`src/rtl/tiny_proc_pkg.sv`:
```
// Shared types and frame geometry for the tiny core loader/arbiter.
package tiny_proc_pkg;

  localparam int DATA_W  = 8;
  localparam int ADDR_W  = 4;
  localparam int FRAME_W = DATA_W + ADDR_W;

  typedef enum logic [1:0] {
    IDLE,
    SHIFT,
    COMMIT,
    WAIT_CS
  } ld_state_e;

  typedef enum logic {
    TGT_I,
    TGT_D
  } ld_tgt_e;

endpackage

```
`src/rtl/ld_frame_shifter.sv`:
```
// Serial frame shift register with bit counter; MSB-first, first bit ends up on top.
// Optional LD_ARBITER_PARITY_EN adds an even-parity check over the full frame.
module ld_frame_shifter #(
  parameter int DATA_W = 8,
  parameter int ADDR_W = 4,
  parameter int LEN    = DATA_W + ADDR_W
) (
  input  logic              clk,
  input  logic              rst_n,
  input  logic              clr,
  input  logic              en,
  input  logic              din,
  output logic              frame_done,
  output logic [DATA_W-1:0] data,
  output logic [ADDR_W-1:0] addr
`ifdef LD_ARBITER_PARITY_EN
  ,
  output logic              parity_ok
`endif
);

  localparam int CW = $clog2(LEN + 1);

  logic [LEN-1:0] sr;
  logic [CW-1:0]  cnt;

  // clr together with en restarts the frame with din as its first bit
  always_ff @(posedge clk or negedge rst_n) begin
    if (!rst_n) begin
      sr  <= '0;
      cnt <= '0;
    end else if (clr) begin
      sr  <= en ? LEN'(din) : '0;
      cnt <= en ? CW'(1) : '0;
    end else if (en) begin
      sr  <= {sr[LEN-2:0], din};
      cnt <= cnt + 1'b1;
    end
  end

  // high while the next shifted bit is the last one of the frame
  assign frame_done = (cnt == CW'(LEN - 1));
  assign data       = sr[LEN-1 -: DATA_W];
  assign addr       = sr[LEN-1-DATA_W -: ADDR_W];

`ifdef LD_ARBITER_PARITY_EN
  assign parity_ok = ~^sr;
`endif

endmodule

```
`src/rtl/ld_arbiter.sv`:
```
// SPI program/data loader, core run gating and dcache write-port arbiter.
// Define LD_ARBITER_PARITY_EN to append and check an even-parity bit per frame.
module ld_arbiter #(
  parameter int DATA_W = 8,
  parameter int ADDR_W = 4,
  parameter int CNT_W  = 8
) (
  input  logic              clk,
  input  logic              rst_n,
  input  logic              csi_n,
  input  logic              csd_n,
  input  logic              mosi,
  input  logic              run_en,
  input  logic              proc_dwen,
  input  logic [ADDR_W-1:0] proc_daddr,
  input  logic [DATA_W-1:0] proc_ddata,
  output logic              core_run,
  output logic              imem_wen,
  output logic [ADDR_W-1:0] imem_addr,
  output logic [DATA_W-1:0] imem_wdata,
  output logic              dmem_wen,
  output logic [ADDR_W-1:0] dmem_addr,
  output logic [DATA_W-1:0] dmem_wdata,
  output logic              frame_err,
  output logic [CNT_W-1:0]  load_cnt
);
  import tiny_proc_pkg::*;

`ifdef LD_ARBITER_PARITY_EN
  localparam int FLEN = DATA_W + ADDR_W + 1;
`else
  localparam int FLEN = DATA_W + ADDR_W;
`endif

  ld_state_e state, state_nxt;
  ld_tgt_e   tgt, tgt_nxt;

  logic              sh_clr, sh_en, frame_done, par_ok;
  logic [DATA_W-1:0] ld_data;
  logic [ADDR_W-1:0] ld_addr;
  logic              ld_iwen, ld_dwen, err_set, cs_sel, st_win, run_rise;

  ld_frame_shifter #(
    .DATA_W(DATA_W),
    .ADDR_W(ADDR_W),
    .LEN   (FLEN)
  ) u_shifter (
    .clk       (clk),
    .rst_n     (rst_n),
    .clr       (sh_clr),
    .en        (sh_en),
    .din       (mosi),
    .frame_done(frame_done),
    .data      (ld_data),
    .addr      (ld_addr)
`ifdef LD_ARBITER_PARITY_EN
    ,
    .parity_ok (par_ok)
`endif
  );

`ifndef LD_ARBITER_PARITY_EN
  assign par_ok = 1'b1;
`endif

  assign cs_sel = (tgt == TGT_D) ? csd_n : csi_n;
  assign st_win = core_run & proc_dwen;

  always_ff @(posedge clk or negedge rst_n) begin
    if (!rst_n) begin
      state <= IDLE;
      tgt   <= TGT_I;
    end else begin
      state <= state_nxt;
      tgt   <= tgt_nxt;
    end
  end

  always_comb begin
    state_nxt = state;
    tgt_nxt   = tgt;
    sh_clr    = 1'b0;
    sh_en     = 1'b0;
    ld_iwen   = 1'b0;
    ld_dwen   = 1'b0;
    err_set   = 1'b0;
    case (state)
      IDLE: begin
        if (!csi_n && !csd_n) begin
          err_set = 1'b1;
        end else if (!csi_n || !csd_n) begin
          tgt_nxt   = csd_n ? TGT_I : TGT_D;
          sh_clr    = 1'b1;
          sh_en     = 1'b1;
          state_nxt = SHIFT;
        end
      end
      SHIFT: begin
        if (cs_sel) begin
          err_set   = 1'b1;
          sh_clr    = 1'b1;
          state_nxt = IDLE;
        end else begin
          sh_en = 1'b1;
          if (frame_done) state_nxt = COMMIT;
        end
      end
      COMMIT: begin
        // a core store owns the dcache port; the loader waits without bound
        if (tgt == TGT_D && st_win) begin
          state_nxt = COMMIT;
        end else begin
          state_nxt = WAIT_CS;
          if (!par_ok)              err_set = 1'b1;
          else if (tgt == TGT_D)    ld_dwen = 1'b1;
          else if (core_run)        err_set = 1'b1;
          else                      ld_iwen = 1'b1;
        end
      end
      WAIT_CS: begin
        if (csi_n && csd_n) state_nxt = IDLE;
      end
      default: state_nxt = IDLE;
    endcase
  end

  assign imem_wen   = ld_iwen;
  assign imem_addr  = ld_iwen ? ld_addr : '0;
  assign imem_wdata = ld_iwen ? ld_data : '0;

  always_comb begin
    dmem_wen   = 1'b0;
    dmem_addr  = '0;
    dmem_wdata = '0;
    if (st_win) begin
      dmem_wen   = 1'b1;
      dmem_addr  = proc_daddr;
      dmem_wdata = proc_ddata;
    end else if (ld_dwen) begin
      dmem_wen   = 1'b1;
      dmem_addr  = ld_addr;
      dmem_wdata = ld_data;
    end
  end

  // run requests only take effect with the loader idle; drops are immediate
  assign run_rise = run_en & (state == IDLE) & ~core_run;

  always_ff @(posedge clk or negedge rst_n) begin
    if (!rst_n) begin
      core_run  <= 1'b0;
      frame_err <= 1'b0;
      load_cnt  <= '0;
    end else begin
      if (!run_en)              core_run <= 1'b0;
      else if (state == IDLE)   core_run <= 1'b1;
      if (err_set)              frame_err <= 1'b1;
      else if (run_rise)        frame_err <= 1'b0;
      if (ld_iwen || ld_dwen)   load_cnt <= load_cnt + 1'b1;
    end
  end

endmodule

```
`config.mk`:
```
export PLATFORM = sky130hd
export DESIGN_NAME = ld_arbiter
export DESIGN_NICKNAME = d
export VERILOG_FILES = /design/src/rtl/tiny_proc_pkg.sv /design/src/rtl/ld_frame_shifter.sv /design/src/rtl/ld_arbiter.sv
export SDC_FILE = /design/constraint.sdc
export NUM_CORES = 1
export LEC_CHECK = 0
export BUFFER_PORTS_ARGS = -buffer_cell sky130_fd_sc_hd__buf_2
export CAP_MARGIN = 20
export CORE_ASPECT_RATIO = 1.5
export CORE_UTILIZATION = 25
export CTS_CLUSTER_DIAMETER = 150
export DETAILED_ROUTE_END_ITERATION = 7
export SLEW_MARGIN = 10
export SYNTH_ARGS = -nofsm -noshare
export SYNTH_HDL_FRONTEND = slang
export SYNTH_HIERARCHICAL = 1
export SYNTH_SLANG_ARGS = --single-unit
```
`constraint.sdc`:
```
create_clock -name clk -period 4 [get_ports clk]
set_input_delay 0.8 -clock clk [delete_from_list [all_inputs] [get_ports clk]]
set_output_delay 0.8 -clock clk [all_outputs]
set_load 0.05 [all_outputs]
```
==> summary.md, run 1 <==
| Metric | Value |
|---|---|
| Status | `complete, no violations` |
| Clock sink count | `29` |
| Worst r2r src | `tgt` |
| IO Count | `55` |
| Syn nets | `186` |
| Initial antenna violation count | `0` |
| Fmax | `304 MHz` |
| Setup TNS | `0 ps` |
| CP startpoint kind | `flip-flop` |
| Setup bufs post-CTS | `0` |
| Synth warn | `6` |
| Rel. slew slack | `50.8%` |
| Syn-to-layout area delta | `22.1%` |
| Dpl ws | `725 ps` |
| Grt ovf | `0` |
| CP peak stage delay | `620 ps` |
| Register area | `726 µm²` |
| Min-Delay Path Depth | `1` |
| CP startpoint | `core_run` |
| Die area | `7330 µm²` |
| Initial Util | `25.7%` |
| Final Net Count | `237` |
| Count of distinct cell types in the synthesized netlist | `45` |
| Placed cell areas | `2050 µm²` |
| Filler Cell Count | `706` |
| Min-Delay Path Class | `flip-flop to flip-flop` |
| WS Path Type | `flip-flop to output port` |
| CTS H-tree depth | `2` |
| Cell area after layout | `2130 µm²` |
| CP required | `3200 ps` |
| GPL Wtd Cong | `0.761` |
| DR pass1 iterations | `4` |
| Synthesized cell area | `1750 µm²` |
| Residual DRC | `0` |
| Max cap viols | `0` |
| Post-CTS Resized | `0` |
| WP buf/inv | `1` |
| GRT Resource Usage Total | `11.8%` |
| # setup viols final | `0` |
| Worst Reg-to-Reg Cells | `6` |
| Die width | `70.3 µm` |
| Cells after Synth | `163` |
| Multi-input gate area | `920 µm²` |
| PnR worst setup slack | `711 ps` |
| Clock tree from TritonCTS | `yes` |
| Hold_sp | `load_cnt[7]` |
| Worst skew pair latency | `280 ps` |
| Share of cells above drive strength 1 | `35.5%` |
| Remaining antenna violation count | `0` |
| Core area | `6810 µm²` |
| Die H | `104 µm` |
| Worst R2R End | `u_shifter/sr[5]` |
| Largest net degree at the start of global routing | `30` |
| Util after Layout | `31.3%` |
| Clk slew on worst S/H paths | `60 ps` |
| Final Critical Period | `3290 ps` |
| Worst Skew | `1.38 ps` |
| Vias post-DR | `1418` |
| Seq/Total Area, Yosys | `41.5%` |
| PwrDens | `474 nW/µm²` |
| WP data arrival | `2490 ps` |
| DRT iter0 DRCs | `129` |
| Vias per cell | `4.86` |
| Total Routed Length | `4040 µm` |
| Antenna Cells | `0` |
| IO Port Bufs | `54` |
| Root buffer cell | `clkbuf_8` |
| Leakage | `1.02 nW` |
| CP max-delay cell | `nor3b_4` |
| CTS hold repair buffers | `0` |
| CP Max Fanout | `14` |
| Unrepaired setup endpoints after global routing | `false` |
| Top delay family on crit path | `simple AND/OR/NAND/NOR gates` |
| Average size of a mapped cell | `10.7 µm²` |
| Crit end category | `output port` |
| Clk buf depth | `2` |
| Hold Vio Cnt, Final | `0` |
| Worst VDD drop | `198 µV` |
| Number of global-route vias before repair | `1432` |
| R2r setup slk | `1730 ps` |
| #FFs+latches synth | `29` |
| HPWL Detailed | `2890 µm` |
| Tcrit/Tclk final | `82.2%` |
| Slew of the pin with the lowest slew margin | `734 ps` |
| CTS buffer count | `5` |
| Hold endpoint | `load_cnt[7]` |
| Slew Limit Fails | `0` |
| DR WL/cell | `13.8 µm` |
| CP cell instances | `and2_1 -> nor3b_4 -> a22o_1 -> buf_2` |
| First-pass GRT wire length | `6900 µm` |
| Rows | `37` |
## synth_stat cells, drive strengths merged
library cell | count | share of area [%]
nand2 | 5 | 1.1
a21oi | 6 | 1.9
and2 | 13 | 4.7
xnor2 | 3 | 1.5
o31ai | 1 | 0.43
a32oi | 1 | 0.50
a31oi | 2 | 0.72
nand4b | 2 | 1.4
a2111oi | 1 | 1.6
o221ai | 1 | 0.50
and3b | 2 | 1.0
nor2 | 18 | 3.9
a211oi | 5 | 2.7
ha | 4 | 2.9
a21o | 1 | 0.43
nand3b | 2 | 1.1
o41ai | 1 | 0.50
mux2i | 13 | 7.4
nand2b | 5 | 1.9
dfrtp | 29 | 42
a21bo | 1 | 0.57
o21ai | 2 | 0.57
inv | 5 | 1.1
nor3 | 1 | 0.57
nor2b | 3 | 1.1
nand3 | 2 | 0.57
a22o | 12 | 6.0
xor2 | 5 | 2.5
clkbuf | 2 | 0.50
mux2 | 2 | 1.5
nand4 | 2 | 1.6
nor3b | 1 | 1.1
buf | 10 | 4.7
## stage by stage
step	power [mW]	instances	hold WS, ps
after CTS	1.02	292	480
after global placement	0.767	285	463
after global routing	1.07	292	495
final	1.01	292	476
after floorplan	0.717	163	501
after detailed placement	0.773	285	464
## state kept, by name, summed over array words and instances (netlist names), named ones only
| register | count |
|---|---|
| frame_err | 1 |
| core_run | 1 |
| tgt | 1 |
| u_shifter/cnt | 4 |
| state | 1 |
| u_shifter/sr | 12 |
| load_cnt | 8 |
## worst max path at each step
stage,end,depth (start not counted),slack (ps)
final,dmem_wdata[0],4,710
after global routing,dmem_wdata[0],4,590
after CTS,dmem_wdata[0],4,690
after detailed placement,dmem_wdata[0],5,720
after global placement,dmem_wdata[0],5,740
after floorplan,dmem_addr[0],5,1320
## worst register-to-register path: stages, from the launching register on
cell	delay [ps]
dfrtp_1	540
mux2i_1	360
nand2_1	130
a21oi_2	540
buf_4	330
mux2i_1	210
nor2_1	50
## layer usage
metal,wire (µm),vias up,track usage (%)
met4,38,0,3.86
met5,0,-,0
li1,-,673,-
met3,240,4,3.59
met2,1960,46,19.1
met1,1800,695,14.7
## final cells by class
class,count,area share (%)
multi-input cells,117,43.1
repair buffers,56,13.4
well taps,78,4.57
clock buffers,7,4.05
flip-flops and latches,29,34.0
inverters,5,0.880
## power breakdown
group	switching, mW	leakage [nW]	internal, mW
Sequential	0.0727	0.365	0.329
Combinational	0.222	0.608	0.139
Clock	0.111	0.0443	0.136
## layout by cell type, fill, tap and decap left out, types with 3 or more instances in the layout
cell type  instances
inv_1              5
a211oi_2           3
xor2_1             5
and2_1            13
nor2b_1            3
nand2_1            5
ha_1               4
xnor2_1            3
nor2_1            18
buf_2             54
nand2b_1           4
dfrtp_1           29
mux2i_1           13
clkbuf_8           6
a22o_1            12
a21oi_1            4
## cells by family after synthesis
group                      count (synthesis)  share of synthesized area [%]
adders and majority gates                  4                           2.87
and+or+nand+nor                           56                           19.8
xor gates and xnor gates                   8                           4.01
AOI/OAI and AO/OA                         34                           16.5
buffers and inverters                     17                           6.30
DFF                                       29                           41.5
muxes                                     15                           8.95
(Power assumes the default switching activity.)
==> inputs of run 2 (changes only) <==
==> constraint.sdc (replaced) <==
create_clock -name clk -period 3.3 [get_ports clk]
set_input_delay 0.66 -clock clk [delete_from_list [all_inputs] [get_ports clk]]
set_output_delay 0.66 -clock clk [all_outputs]
set_load 0.05 [all_outputs]
==> run 2 against run 1 <==
Effect of this change:
- worst hold slack worse by 80 ps
- sequential power up 16%
- global-route usage increased by 0.36 points
- worst setup slack got worse by 370 ps
- power increased by 37%
- sequential cell count unchanged
- routed wire length shrank 0.25%
- critical path depth unchanged
- non-clock buffer count up 3
- sequential share of layout area shrank 1.1 points
- critical endpoint unchanged
- largest power group is now combinational logic
- clock skew grew 5.3 ps
==> summary.md, run 2 (same netlist as run 1, synthesis figures left out) <==
| Metric | Value |
|---|---|
| Status | `complete, no violations (unchanged)` |
| Total Routed Length | `4030 µm (was 4040 µm)` |
| Vias post-DR | `1396 (was 1418)` |
| Sw Share | `36.6% (was 40.1%)` |
| Rel. slew slack | `53.5% (was 50.8%)` |
| Setup bufs post-CTS | `0 (unchanged)` |
| CTS buffer count | `5 (unchanged)` |
| Worst VDD drop | `327 µV (was 198 µV)` |
| Crit end category | `output port (unchanged)` |
| HPWL Detailed | `2930 µm (was 2890 µm)` |
| Worst skew pair latency | `290 ps (was 280 ps)` |
| Min-Delay Path Class | `primary input to asynchronous set/reset pin (was flip-flop to flip-flop)` |
| Commonest non-fill, non-tap cell in the layout | `buf_2 (unchanged)` |
| Antenna Cells | `0 (unchanged)` |
| Grt ovf | `0 (unchanged)` |
| CP required | `2640 ps (was 3200 ps)` |
| Sequential Power Share | `33.6% (was 39.8%)` |
| Util after Layout | `32.4% (was 31.3%)` |
| Tot Pwr | `1.38 mW (was 1.01 mW)` |
| Most frequent cells in the layout | `buf_2 (54), dfrtp_1 (29), nor2_1 (18), mux2i_1 (13), and2_1 (13) (unchanged)` |
| Clk slew on worst S/H paths | `60 ps (about the same)` |
| IO Count | `55 (unchanged)` |
| Clock tree from TritonCTS | `yes (unchanged)` |
| CTS H-tree depth | `2 (unchanged)` |
| Share of cells above drive strength 1 | `37.2% (was 35.5%)` |
| DR WL/cell | `13.6 µm (was 13.8 µm)` |
| Biggest register | `u_shifter/sr (unchanged)` |
| DR pass1 iterations | `4 (unchanged)` |
| Final Net Count | `240 (was 237)` |
| Worst Skew | `6.72 ps (was 1.38 ps)` |
| Initial Util | `25.7% (unchanged)` |
| Initial antenna violation count | `0 (unchanged)` |
| WS Path Type | `flip-flop to output port (unchanged)` |
| Number of global-route vias before repair | `1428 (was 1432)` |
| Leakage | `1.06 nW (was 1.02 nW)` |
| Remaining antenna violation count | `0 (unchanged)` |
| Syn-to-layout area delta | `26.1% (was 22.1%)` |
| Slew of the pin with the lowest slew margin | `696 ps (was 734 ps)` |
| CP Max Fanout | `14 (unchanged)` |
| Worst Reg-to-Reg Cells | `6 (unchanged)` |
| Vias per cell | `4.72 (was 4.86)` |
| Largest registers | `u_shifter/sr: 12 flops, load_cnt: 8 flops, u_shifter/cnt: 4 flops (unchanged)` |
| IO Port Bufs | `54 (unchanged)` |
| Clock sink count | `29 (unchanged)` |
| Unrepaired setup endpoints after global routing | `false (unchanged)` |
| Root buffer cell | `clkbuf_8 (unchanged)` |
| Filler Cell Count | `700 (was 706)` |
| Tcrit/Tclk final | `89.5%` |
| Core area | `6810 µm² (unchanged)` |
| WP data arrival | `2290 ps (was 2490 ps)` |
| Setup TNS | `0 ps (unchanged)` |
| Post-Layout Cell Count | `296 (was 292)` |
| Die width | `70.3 µm (unchanged)` |
| Rows | `37 (unchanged)` |
| Max cap viols | `0 (unchanged)` |
| Hold Vio Cnt, Final | `0 (unchanged)` |
| Post-CTS Resized | `0 (unchanged)` |
| GRT Resource Usage Total | `12.1% (was 11.8%)` |
| Placed cell areas | `2070 µm² (was 2050 µm²)` |
| Slew Limit Fails | `0 (unchanged)` |
| Final Critical Period | `2950 ps` |
| Cells after DPL | `288 (was 285)` |
| R2r setup slk | `1020 ps (was 1730 ps)` |
| Die H | `104 µm (unchanged)` |
| Pint | `0.878 mW (was 0.605 mW)` |
| Max reg flops | `12 (unchanged)` |
| Die area | `7330 µm² (unchanged)` |
| Residual DRC | `0 (unchanged)` |
| Largest net degree at the start of global routing | `30 (unchanged)` |
| Clk buf depth | `2 (unchanged)` |
| Sw power | `0.507 mW (was 0.406 mW)` |
| DRT iter0 DRCs | `57 (was 129)` |
| # setup viols final | `0 (unchanged)` |
| CP startpoint kind | `flip-flop (unchanged)` |
| Combinational share of power | `34.2% (was 35.8%)` |
| PwrDens | `629 nW/µm² (was 474 nW/µm²)` |
| Worst R2R End | `u_shifter/sr[1] (was u_shifter/sr[5])` |
| Cell area after layout | `2200 µm² (was 2130 µm²)` |
| Worst r2r src | `tgt (unchanged)` |
| CP Capture Point | `dmem_wdata[0] (unchanged)` |
| First-pass GRT wire length | `6900 µm (unchanged)` |
| Fmax | `338 MHz` |
| CTS hold repair buffers | `0 (unchanged)` |
| Clk network pwr share | `32.2% (was 24.5%)` |
| GPL Wtd Cong | `0.720 (was 0.761)` |
## run 2: through the flow
step                      worst slack, ps  hold slack, ps
final                                 345             396
after global placement                573             468
after global routing                  139             463
after CTS                             334             437
after detailed placement              542             459
after floorplan                       869             364
## run 2: how the worst min path moves through the flow
stage / start / endpoint / slack, ps / cells after the start
global route: rst_n / load_cnt[3] / 460 / 1
global placement: load_cnt[7] / load_cnt[7] / 470 / 1
floorplan: rst_n / asynchronous set/reset pin / 360 / 0
detailed placement: load_cnt[7] / load_cnt[7] / 460 / 1
finish: rst_n / frame_err / 400 / 1
CTS: rst_n / frame_err / 440 / 1
## run 2: worst max-delay path, stage by stage (launching register included)
cell and delay, ps:
dfrtp_1 640, nand2b_1 220, nor3b_4 590, a22o_1 270, buf_2 280
## run 2: power by group through the flow
stage / Combinational, mW / Sequential, mW / Clock [mW]
after floorplan: 0.397 / 0.472 / 0
after global placement: 0.469 / 0.471 / 0
after detailed placement: 0.479 / 0.471 / 0
after CTS: 0.480 / 0.466 / 0.453
after global routing: 0.517 / 0.475 / 0.472
final: 0.473 / 0.465 / 0.446
## run 2: area by class of cell
type / count / area (µm²) / area share (%)
Multi-Input combinational cell: 117 / 920 / 41.7
Sequential cell: 29 / 726 / 32.9
Timing Repair Buffer: 59 / 308 / 14.0
Tap cell: 78 / 97.6 / 4.43
Clock buffer: 5 / 68.8 / 3.12
Clock inverter: 3 / 65.1 / 2.95
Inverter: 5 / 18.8 / 0.852
## run 2: layer usage
layer | part of all wire, % | routed length [µm] | GRT usage (%) | vias up
li1 | - | - | - | 678
met1 | 45 | 1800 | 14.8 | 663
met2 | 48 | 1940 | 19.5 | 48
met3 | 5.7 | 229 | 4.17 | 7
met4 | 1.7 | 70 | 4.57 | 0
met5 | 0 | 0 | 0 | -
